### src/rtl/servo_pkg.sv
// Shared constants, widths, controller state type and slew helper for the servo timing blocks.
package servo_pkg;

    localparam int CNTR_W      = 15;
    localparam int XVAL_W      = 11;
    localparam int POS_W       = 10;

    localparam int FRAME_TICKS = 20000;
    localparam int OFFSET      = 1000;
    localparam int POS_MAX     = 1000;
    localparam int CENTER      = 500;

    typedef enum logic [1:0] {
        OFF  = 2'd0,
        RUN  = 2'd1,
        HOLD = 2'd2
    } ctrl_state_t;

    // Move cur toward target by at most step, landing exactly on target.
    function automatic logic [XVAL_W-1:0] slew_toward(
        input logic [XVAL_W-1:0] cur,
        input logic [XVAL_W-1:0] target,
        input logic [XVAL_W-1:0] step
    );
        if (target > cur) begin
            return ((target - cur) > step) ? cur + step : target;
        end else begin
            return ((cur - target) > step) ? cur - step : target;
        end
    endfunction

endpackage

### src/rtl/servo_tick_gen.sv
// Prescaler plus frame counter: produces the 1-tick counter value, the tick strobe and the wrap strobe.
module servo_tick_gen
    import servo_pkg::*;
#(
    parameter int DIV         = 100,
    parameter int FRAME_TICKS = 20000
) (
    input  logic              clk,
    input  logic              rst,
    output logic [CNTR_W-1:0] cntr_val,
    output logic              tick,
    output logic              wrap
);

    localparam int PW = (DIV > 1) ? $clog2(DIV) : 1;

    logic [PW-1:0] presc;

    assign tick = (presc == PW'(DIV - 1));
    assign wrap = tick && (cntr_val == CNTR_W'(FRAME_TICKS - 1));

    always_ff @(posedge clk or negedge rst) begin
        if (!rst) begin
            presc    <= '0;
            cntr_val <= '0;
        end else begin
            presc <= tick ? '0 : presc + 1'b1;
            if (wrap) begin
                cntr_val <= '0;
            end else if (tick) begin
                cntr_val <= cntr_val + 1'b1;
            end
        end
    end

endmodule

### src/rtl/servo_frame_ctrl.sv
// Frame timing, sample capture and frame-boundary commit for the left/right servo comparators.
// Optional step limiting of RUN->RUN commits is built when SERVO_SLEW_LIMIT_EN is defined.
module servo_frame_ctrl #(
    parameter int CLK_HZ         = 100_000_000,
    parameter int TICK_HZ        = 1_000_000,
    parameter int FRAME_TICKS    = 20000,
    parameter int POS_MAX        = 1000,
    parameter int OFFSET         = 1000,
    parameter int TIMEOUT_FRAMES = 25,
    parameter int SLEW_STEP      = 20
) (
    input  logic                         clk,
    input  logic                         rst,
    input  logic                         sample_valid,
    output logic                         sample_ready,
    input  logic                         sample_ch,
    input  logic [servo_pkg::POS_W-1:0]  sample_x,
    output logic [servo_pkg::CNTR_W-1:0] cntr_val,
    output logic [servo_pkg::XVAL_W-1:0] x_val_left,
    output logic [servo_pkg::XVAL_W-1:0] x_val_right,
    output logic                         frame_start,
    output logic                         link_ok,
    output servo_pkg::ctrl_state_t       ctrl_state
);

    import servo_pkg::*;

    localparam int DIV    = CLK_HZ / TICK_HZ;
    localparam int MISS_W = $clog2(TIMEOUT_FRAMES + 1);

    logic              tick;
    logic              wrap;
    logic              commit;
    logic              accept;
    logic              fresh;
    logic [MISS_W-1:0] miss_cnt;
    logic [POS_W-1:0]  shadow_left;
    logic [POS_W-1:0]  shadow_right;
    logic [POS_W-1:0]  sample_clamped;
    logic [XVAL_W-1:0] target_left;
    logic [XVAL_W-1:0] target_right;
    logic [XVAL_W-1:0] run_left;
    logic [XVAL_W-1:0] run_right;
    logic [XVAL_W-1:0] center_val;

    servo_tick_gen #(
        .DIV         (DIV),
        .FRAME_TICKS (FRAME_TICKS)
    ) u_tick_gen (
        .clk      (clk),
        .rst      (rst),
        .cntr_val (cntr_val),
        .tick     (tick),
        .wrap     (wrap)
    );

    // Valid/ready: a sample transfers on any clk edge where sample_valid && sample_ready;
    // ready drops only in the commit cycle so shadows are frozen while they are committed.
    assign commit       = tick && wrap;
    assign sample_ready = !commit;
    assign accept       = sample_valid && sample_ready;

    assign sample_clamped = (sample_x > POS_W'(POS_MAX)) ? POS_W'(POS_MAX) : sample_x;
    assign target_left    = XVAL_W'(OFFSET) + XVAL_W'(shadow_left);
    assign target_right   = XVAL_W'(OFFSET) + XVAL_W'(shadow_right);
    assign center_val     = XVAL_W'(OFFSET + CENTER);

`ifdef SERVO_SLEW_LIMIT_EN
    assign run_left  = slew_toward(x_val_left,  target_left,  XVAL_W'(SLEW_STEP));
    assign run_right = slew_toward(x_val_right, target_right, XVAL_W'(SLEW_STEP));
`else
    assign run_left  = target_left;
    assign run_right = target_right;
`endif

    always_ff @(posedge clk or negedge rst) begin
        if (!rst) begin
            ctrl_state   <= OFF;
            x_val_left   <= '0;
            x_val_right  <= '0;
            shadow_left  <= POS_W'(CENTER);
            shadow_right <= POS_W'(CENTER);
            fresh        <= 1'b0;
            miss_cnt     <= '0;
            frame_start  <= 1'b0;
            link_ok      <= 1'b0;
        end else begin
            frame_start <= commit;
            if (accept) begin
                if (sample_ch) shadow_right <= sample_clamped;
                else           shadow_left  <= sample_clamped;
                fresh <= 1'b1;
            end
            if (commit) begin
                fresh <= 1'b0;
                case (ctrl_state)
                    OFF, HOLD: begin
                        // Entry into RUN always jumps straight to the target.
                        if (fresh) begin
                            ctrl_state  <= RUN;
                            link_ok     <= 1'b1;
                            miss_cnt    <= '0;
                            x_val_left  <= target_left;
                            x_val_right <= target_right;
                        end
                    end
                    RUN: begin
                        if (fresh) begin
                            miss_cnt    <= '0;
                            x_val_left  <= run_left;
                            x_val_right <= run_right;
                        end else if (miss_cnt >= MISS_W'(TIMEOUT_FRAMES - 1)) begin
                            ctrl_state  <= HOLD;
                            link_ok     <= 1'b0;
                            miss_cnt    <= MISS_W'(TIMEOUT_FRAMES);
                            x_val_left  <= center_val;
                            x_val_right <= center_val;
                        end else begin
                            miss_cnt    <= miss_cnt + 1'b1;
                            x_val_left  <= run_left;
                            x_val_right <= run_right;
                        end
                    end
                    default: begin
                        ctrl_state <= OFF;
                        link_ok    <= 1'b0;
                    end
                endcase
            end
        end
    end

endmodule
### config.mk
export PLATFORM = sky130hd
export DESIGN_NAME = servo_frame_ctrl
export DESIGN_NICKNAME = d
export VERILOG_FILES = /design/src/rtl/servo_pkg.sv /design/src/rtl/servo_tick_gen.sv /design/src/rtl/servo_frame_ctrl.sv
export SDC_FILE = /design/constraint.sdc
export NUM_CORES = 1
export LEC_CHECK = 0
export BUFFER_PORTS_ARGS = -buffer_cell sky130_fd_sc_hd__buf_4
export CAP_MARGIN = 0
export CORE_ASPECT_RATIO = 1.4
export CORE_UTILIZATION = 57
export CTS_CLUSTER_DIAMETER = 150
export DETAILED_ROUTE_END_ITERATION = 6
export PLACE_DENSITY = 0.8
export SLEW_MARGIN = 10
export SYNTH_ARGS = -nofsm -noshare
export SYNTH_HDL_FRONTEND = slang
export SYNTH_SLANG_ARGS = --single-unit
### constraint.sdc
create_clock -name clk -period 4.33 [get_ports clk]
set_clock_uncertainty 0.05 [all_clocks]
set_input_delay 0 -clock clk [delete_from_list [all_inputs] [get_ports clk]]
set_output_delay 0 -clock clk [all_outputs]
set_load 0.005 [all_outputs]
======== Word-level counts from Yosys, hierarchy flattened ========
Cells that the tools add are included.
storage, ports and cells
  word-level logic and storage cells ...... 65
  output and inout bits ................... 42
  bits of input ports ..................... 14
  bits in registers ....................... 74
cells by class
  reductions and logical operators ........ 13
  $lt $le $gt $ge ......................... 2
  eq/ne operators ......................... 7
  add/subtract/negate cells ............... 5
  multiplexer cells ....................... 26
  bitwise logic cells ..................... 1
operators by type and width
  kind                    number
  $mux 11                 6
  $pmux 11 s2             2
  $mux 15                 2
  $add 10x10->11 const A  2
  $add 15x1->15 const B   1
  $eq 15x15->1 const B    1
  $mux 5                  3
  $gt 10x10->1 const B    1
  $mux 10                 1
  $pmux 5 s2              1
  $add 7x1->7 const B     1
  $eq 7x7->1 const B      1
  $mux 7                  1
  $mux 2                  3
  $ne 2x2->1 const B      3
  $reduce_bool 2->1       3
  $add 5x1->5 const B     1
  $ge 5x5->1 const B      1
  $mux 1                  5
  $pmux 2 s2              1
  $reduce_and 2->1        2
  $reduce_and 4->1        1
  $logic_and 1x1->1       3
  $reduce_and 3->1        1
  other kinds (7)         7

======== Longest topological paths before layout ========
Gate-level depths: netlist of run 1.
  depth after elaboration ................. 7
  mapped depth ............................ 9
  gate-level depth less buffers ........... 6

======== By module ========
A second synthesis of run 1 with hierarchy kept.
second synthesis, totals
  cells, all modules ...................... 304
  area total of the unflattened synthesis .. 3408.3 um2
modules (own cells, without submodules)
  module            times used  sequential area each (um2)  cells each  area each (um2)
  servo_frame_ctrl  1           1316.3                      201         2301.0
  servo_tick_gen    1           550.5                       103         1107.3

======== Least setup slack after synthesis of run 1 ========
Ideal clock, no wire load.
  path type ............................... register to register
  from .................................... register u_tick_gen.cntr_val[0]
  to ...................................... register x_val_left[6] (netlist name)
  data required time ...................... 4155 ps
  setup time .............................. 125 ps
  setup slack ............................. 2232 ps
  data arrival time ....................... 1923 ps
  period minus slack after synthesis ...... 2098 ps
  stages on the path, launching flop included .. 10
  buffers on the path ..................... 4
  cell sequence ........................... dfrtp_1 ha_1 and4_1 buf_2 and2_1 buf_4 and3_1 buf_6 buf_6 mux2_4
between the ends
  cells in the longest elaborated chain, start to end .. 4
RTL lines
  what                        line                     source
  from (decl)                 servo_tick_gen.sv:10     output logic [CNTR_W-1:0] cntr_val,
  from (signal assigned)      servo_tick_gen.sv:31     cntr_val <= cntr_val + 1'b1;
  $eq 15x15->1                servo_tick_gen.sv:20     assign wrap = tick && (cntr_val == CNTR_W'(FRAME_TICKS - 1));
  $logic_and 1x1->1           servo_tick_gen.sv:20
  $logic_and 1x1->1           servo_frame_ctrl.sv:59   assign commit = tick && wrap;
  $reduce_and 3->1 (no line)  -
  to (signal assigned)        servo_frame_ctrl.sv:103  x_val_left <= target_left;
  to (signal assigned)        servo_frame_ctrl.sv:110  x_val_left <= run_left;
  to (signal assigned)        servo_frame_ctrl.sv:116  x_val_left <= center_val;
  to (decl)                   servo_frame_ctrl.sv:19   output logic [servo_pkg::XVAL_W-1:0] x_val_left,
No other way between the ends.
A chain may end at the register's enable or synchronous reset.

======== Worst setup path after layout of run 1 ========
  from .................................... register u_tick_gen.cntr_val[8]
  to ...................................... register x_val_right[9] (netlist name)
between the ends
  cells in the longest elaborated chain, start to end .. 4
RTL lines
  what                        line                     source
  $eq 15x15->1                servo_tick_gen.sv:20
  $logic_and 1x1->1           servo_tick_gen.sv:20
  $logic_and 1x1->1           servo_frame_ctrl.sv:59
  $reduce_and 3->1 (no line)  -
  to (signal assigned)        servo_frame_ctrl.sv:104  x_val_right <= target_right;
  to (signal assigned)        servo_frame_ctrl.sv:111  x_val_right <= run_right;
  to (signal assigned)        servo_frame_ctrl.sv:117  x_val_right <= center_val;
  to (decl)                   servo_frame_ctrl.sv:20   output logic [servo_pkg::XVAL_W-1:0] x_val_right,
No other way between the ends.

==> summary.txt, run 1 <==
Run status
  • Status: completed

Routing
  • Routed length per placed instance: 16.9 µm
  • Initial DRC Count: 198
  • Vias per inst: ~6
  • DR vias: 2942
  • Wirelength, routed: 8.20 mm
  • ANT nets after route: 0
  • DRC Markers: 0
  • Iteration count of the initial detailed-routing pass: 4

Cells and area
  • # nets final: 427
  • P&R area growth vs syn: 20.1%
  • ANT cells: 0
  • Fin util: 0.709
  • Layout cells sized above 1: 0.262
  • Finished Cell Area: 4400 µm²
  • Commonest cells after routing, fill and taps aside: dfrtp_1 (62), buf_4 (57), nand2_1 (25)
  • Commonest non-fill, non-tap cell in the layout: dfrtp_1

Clocking
  • CTS sink count: 74
  • TritonCTS clock tree: yes
  • CTS Buffer Depth: 2
  • Postcts setup bufs: 0
  • H-tree depth: 3
  • CTS Buf Count: 9
  • Worst skew pair latency: about 0.36 ns
  • Clock-pin slew on the worst setup and hold paths: 0.08 ns
  • CTS Root Cell: clkbuf_8

Logic synthesis
  • EDFF count, synth: 0
  • Main synth FF type: dfrtp_1
  • Synth warn: 0
  • #FFs+latches synth: 74
  • Synth Instances: 343
  • Syn Nets: 363
  • Mapped Area: 3670 µm²
  • Synth cell types: 52
  • Sequential-to-total area share from yosys stat: 0.509
  • Mapped Avg Cell Area: 10.7 µm²
  • Ys async rst share: 1.00

Global route
  • Total grt overflow: 0
  • Gr usage total: 0.266
  • Vias in the first global route: 2979
  • Initial antenna violation count: 0
  • Largest net degree at the start of global routing: 75
  • First-pass GRT wire length: approximately 14 mm

Floorplanning
  • Initial Util: 0.590
  • Die area: 6760 µm²
  • Core area: 6210 µm²
  • Horiz. Die Dim: around 70 µm
  • I/O pins: 56
  • Row count: 34
  • Die Y: 96.9 µm

STA
  • Worst hold slack: 0.0531 ns
  • Worst-Margin Slew: around 0.92 ns
  • Crit path time final: 2.77 ns
  • # setup viols final: 0
  • Slew Viols, Final: 0
  • Max-slew headroom: 0.383
  • TNS Setup: 0 ns
  • Fmax achieved: 361 MHz
  • Fin worst setup slack: 1.56 ns
  • RSZ-0062 raised after global routing: no
  • Final period util: 0.640
  • Final Hold Fails: 0

Placement
  • Gp weighted congestion: 0.831
  • Dpl hpwl: 5.66 mm
  • Number of port buffers: 55
  • Post-DP Area: 4090 µm²
  • Pre-CTS setup slack: between 1.5 and 2 ns

Setup path
  • Worst path arrival time: 2.96 ns
  • Crit Path Class: reg -> reg
  • CP required: 4.52 ns
  • CP max FO: 16
  • CP Capture Type: flip-flop
  • Nature of the critical path startpoint: flip-flop

Power
  • Pwr/cell area: 321 nW/µm²
  • Leak Pwr: 2.04 nW
  • Worst vdd ir: 0.269 mV

Job
  • MaxCap Viol Count: 0

Min path
  • HP Class: in -> reg
[Yosys cell counts, types with 7 or more instances]
master | instances | share of area
o31ai_1 | 8 | 0.016
dfrtp_1 | 62 | 0.42
mux2i_1 | 12 | 0.033
nand3_1 | 12 | 0.016
nand2_1 | 25 | 0.026
nor2_1 | 17 | 0.017
nor3_1 | 7 | 0.0096
o21ai_0 | 20 | 0.027
dfstp_2 | 12 | 0.086
a21oi_1 | 14 | 0.019
inv_1 | 17 | 0.017
xnor2_1 | 15 | 0.036
buf_2 | 8 | 0.011
mux2_2 | 16 | 0.049
a31oi_1 | 14 | 0.024
[area by class of cell]
| cell class | count | area [µm²] |
|---|---|---|
| inverter | 17 | 63.8 |
| clock inverter | 6 | 57.6 |
| timing repair buffer | 70 | 558 |
| tap | 72 | 90.1 |
| fill | 440 | 1810 |
| clock buffer | 10 | 128 |
| multi-input combinational | 235 | 1640 |
| sequential | 74 | 1870 |
[final timing paths]
| kind | start | endpoint | slack (ns) | depth (start not counted) |
|---|---|---|---|---|
| setup reg to reg | u_tick_gen.cntr_val[8] | x_val_right[9] | 1.56 | 4 |
| hold / removal | sample_ch | shadow_right[4] | 0.05 | 4 |
| max in group asynchronous | rst | x_val_left[9] | 3.36 | 2 |
| min in group asynchronous | rst | u_tick_gen.presc[5] | 0.23 | 2 |
| hold reg to reg | u_tick_gen.presc[0] | u_tick_gen.presc[0] | 0.42 | 1 |
| setup / recovery | u_tick_gen.cntr_val[8] | x_val_right[9] | 1.56 | 4 |
[critical path, cell delays in order, from the launching register on]
cell,delay (ns)
dfrtp_1,0.44
nor4bb_1,0.44
and4_1,0.63
and3_1,0.67
mux2_2,0.40
[stage by stage]
stage	power [mW]	cells
3_3_place_gp	0.887	455
5_1_grt	1.47	484
4_1_cts	1.42	484
2_1_floorplan	0.844	343
3_5_place_dp	0.892	455
6_report	1.41	484
[report_power, final]
| part | internal [mW] | switching (mW) | leakage [nW] |
|---|---|---|---|
| Clock | 0.262 | 0.261 | 0.0958 |
| Sequential | 0.732 | 0.0286 | 0.954 |
| Combinational | 0.0648 | 0.0651 | 0.993 |
| Total | 1.06 | 0.354 | 2.04 |
[kinds of logic (layout without fill, tap and decap cells)]
| kind of cell | count (synthesis) | in the layout | synth area share |
|---|---|---|---|
| AO/OA/AOI/OAI | 71 | 71 | 0.123 |
| XOR/XNOR | 21 | 21 | 0.0502 |
| adder cells (fa/ha/maj) | 6 | 6 | 0.0205 |
| buffers and inverters | 34 | 103 | 0.0437 |
| flip-flops | 74 | 74 | 0.509 |
| multiplexers | 29 | 29 | 0.0860 |
| AND/OR/NAND/NOR | 108 | 108 | 0.168 |
[per-layer routing]
metal	routed length, µm	up-vias	GRT usage
met5	0	-	0
met4	295	0	0.123
met3	340	26	0.0604
met2	4260	92	0.447
met1	3300	1449	0.321
li1	-	1375	-
[repair_timing]
action / CTS / global route
resized for setup: 0 / 0
hold endpoints to repair: 83 / 0
hold buffers: 13 / 0
[state kept, by name, indices dropped and copies added, names as in the netlist]
register	count
x_val_left	11
ctrl_state	2
x_val_right	11
miss_cnt	5
fresh	1
link_ok	1
shadow_right	10
frame_start	1
shadow_left	10
u_tick_gen.cntr_val	15
u_tick_gen.presc	7
(Power assumes the default switching activity.)
==> run 2: changes to the inputs <==
--- a/config.mk
+++ b/config.mk
@@ -8,10 +8,10 @@
 export BUFFER_PORTS_ARGS = -buffer_cell sky130_fd_sc_hd__buf_4
 export CAP_MARGIN = 0
 export CORE_ASPECT_RATIO = 1.4
-export CORE_UTILIZATION = 57
+export CORE_UTILIZATION = 51
 export CTS_CLUSTER_DIAMETER = 150
 export DETAILED_ROUTE_END_ITERATION = 6
-export PLACE_DENSITY = 0.8
+export PLACE_DENSITY = 0.76
 export SLEW_MARGIN = 10
 export SYNTH_ARGS = -nofsm -noshare
 export SYNTH_HDL_FRONTEND = slang
==> constraint.sdc (replaced) <==
create_clock -name clk -period 2.5 [get_ports clk]
set_clock_uncertainty 0.05 [all_clocks]
set_input_delay 0 -clock clk [delete_from_list [all_inputs] [get_ports clk]]
set_output_delay 0 -clock clk [all_outputs]
set_load 0.005 [all_outputs]
==> run 2 against run 1 <==
- critical endpoint unchanged
- combinational power up 74%
- final area up 2.0%
- hold slack better by 0.050 ns
- global-route usage down 2.1 points
- largest power group unchanged
- total power up 67%
- utilization down 6.2 points
- clock power up 56%
- register-to-register slack worse by 1.2 ns
- critical path depth up 1
==> summary.txt, run 2 (same netlist as run 1, synthesis figures left out) <==
Floorplanning
  • Die area: 7540 µm²
  • I/O pins: 56
  • Die Y: between 100 and 150 µm
  • Horiz. Die Dim: 73.7 µm
  • Core area: 6940 µm²
  • Initial Util: 0.529
  • Row count: 36

Clocking
  • Post-CTS resize count: 0
  • Worst skew pair latency: ~0.36 ns
  • CTS Buf Count: 9
  • H-tree depth: 3
  • Clock-pin slew on the worst setup and hold paths: 0.08 ns
  • TritonCTS clock tree: yes
  • CTS Root Cell: clkbuf_8
  • CTS sink count: 74
  • CTS Buffer Depth: 2

STA
  • TNS Setup: 0 ns
  • Final period util: 0.865
  • Crit path time final: between 2 and 2.5 ns
  • Slew Viols, Final: 0
  • Max-slew headroom: 0.391
  • Fin worst setup slack: ~0.34 ns
  • Worst-Margin Slew: 0.914 ns
  • RSZ-0062 raised after global routing: no
  • Final Hold Fails: 0
  • # setup viols final: 0
  • Fmax achieved: 462 MHz
  • Worst hold slack: ~0.10 ns

Cells and area
  • # nets final: 438
  • Finished Cell Area: 4490 µm²
  • Largest registers: u_tick_gen.cntr_val x15, x_val_left x11, x_val_right x11
  • P&R area growth vs syn: 22.5%
  • Biggest register: u_tick_gen.cntr_val
  • Commonest cells after routing, fill and taps aside: buf_4 (68), dfrtp_1 (62), nand2_1 (25)
  • Commonest non-fill, non-tap cell in the layout: buf_4
  • ANT cells: 0
  • Layout cells sized above 1: 0.272
  • Max reg flops: 15

Routing
  • Iteration count of the initial detailed-routing pass: 5
  • Wirelength, routed: 8.43 mm
  • Routed length per placed instance: between 15 and 20 µm
  • DRC Markers: 0
  • DR vias: approximately 3000
  • ANT nets after route: 0
  • Vias per inst: 5.75
  • Initial DRC Count: a little under 200

Setup path
  • Nature of the critical path startpoint: flip-flop
  • Critical-path top delay cell: dfrtp_1
  • CP bufs+invs: 0
  • Setup slack, reg-to-reg: 0.34 ns
  • Crit Path Class: reg -> reg
  • CP Capture Type: flip-flop
  • Cell family with most CP delay: simple AND/OR/NAND/NOR gates
  • Slowest Stage Delay on Critical Path: 0.43 ns
  • CP max FO: 9
  • Cell Chain, Critical Path: ha_1 > and4_1 > and2_1 > and3_1 > mux2_2
  • CP required: 2.69 ns
  • Worst path arrival time: 2.35 ns

Run status
  • Status: completed

Global route
  • Initial antenna violation count: 0
  • Met2 Usage GRT: 0.428
  • Gr usage total: 0.245
  • Most Used Layer, Global Route: met2
  • Total grt overflow: 0
  • Vias in the first global route: 2938
  • Met1 GRT Util: 0.282
  • Grt met3 use: 0.0582
  • Largest net degree at the start of global routing: 75
  • First-pass GRT wire length: between 10 and 15 mm

Placement
  • Dpl hpwl: 5.84 mm
  • Pre-CTS setup slack: 0.374 ns
  • Number of port buffers: 55
  • Post-DP Area: 4200 µm²
  • Gp weighted congestion: about 0.9

Min path
  • HP Class: in -> reg

Power
  • Worst vdd ir: 0.481 mV
  • Leak Pwr: 2.08 nW
  • Pwr/cell area: 525 nW/µm²

Job
  • MaxCap Viol Count: 0
-- run 2: changes by cell type in the layout (fill, tap and decap cells not counted) --
cell	before	now
buf_4	57	68
bufinv_16	1	0
clkbuf_1	1	5
clkbuf_8	9	10
clkinv_2	4	1
clkinvlp_4	1	0
-- run 2: where the power goes --
group | internal (mW) | switching [mW]
Combinational | 0.113 | 0.113
Sequential | 1.27 | 0.0502
Clock | 0.389 | 0.426
Total | 1.77 | 0.589
-- run 2: final cells by class --
class | count | area [µm²]
clock buffers | 15 | 156
fillers | 604 | 2440
clock inverters | 1 | 5.00
multi-input cells | 235 | 1640
well taps | 95 | 119
flip-flops and latches | 74 | 1870
repair buffers | 81 | 641
inverters | 17 | 63.8
-- run 2: repair_timing --
item | in CTS | in global routing
hold buffers | 13 | 0
hold endpoints to repair | 83 | 0
buffers inserted | 0 | 0
-- run 2: per-layer routing --
| layer | wire length [µm] | up-vias | share of wire |
|---|---|---|---|
| met4 | 184 | 0 | 0.022 |
| met1 | 3480 | 1474 | 0.41 |
| met3 | 326 | 19 | 0.039 |
| met2 | 4450 | 95 | 0.53 |
| met5 | 0 | - | 0 |
| li1 | - | 1392 | - |
-- run 2: worst reg2reg max path, stage by stage (launching register included) --
cell and delay [ns]:
dfrtp_1 0.43, ha_1 0.21, and4_1 0.35, and2_1 0.19, and3_1 0.42, mux2_2 0.39
-- run 2: path summary, 6_finish.rpt --
kind                                        start             endpoint  cells past startpoint
max in group asynchronous                     rst       x_val_left[10]                      2
hold reg to reg               u_tick_gen.presc[0]  u_tick_gen.presc[0]                      1
min in group asynchronous                     rst  u_tick_gen.presc[4]                      2
setup reg to reg           u_tick_gen.cntr_val[0]       x_val_right[9]                      5
setup / recovery           u_tick_gen.cntr_val[0]       x_val_right[9]                      5
hold / removal                          sample_ch       shadow_left[2]                      5
-- run 2: stage by stage --
stage,util,power [mW],instances
after floorplan,-,1.46,343
after global placement,0.606,1.54,489
after detailed placement,0.606,1.55,489
after CTS,0.648,2.38,518
after global routing,0.648,2.46,518
final,0.648,2.36,518
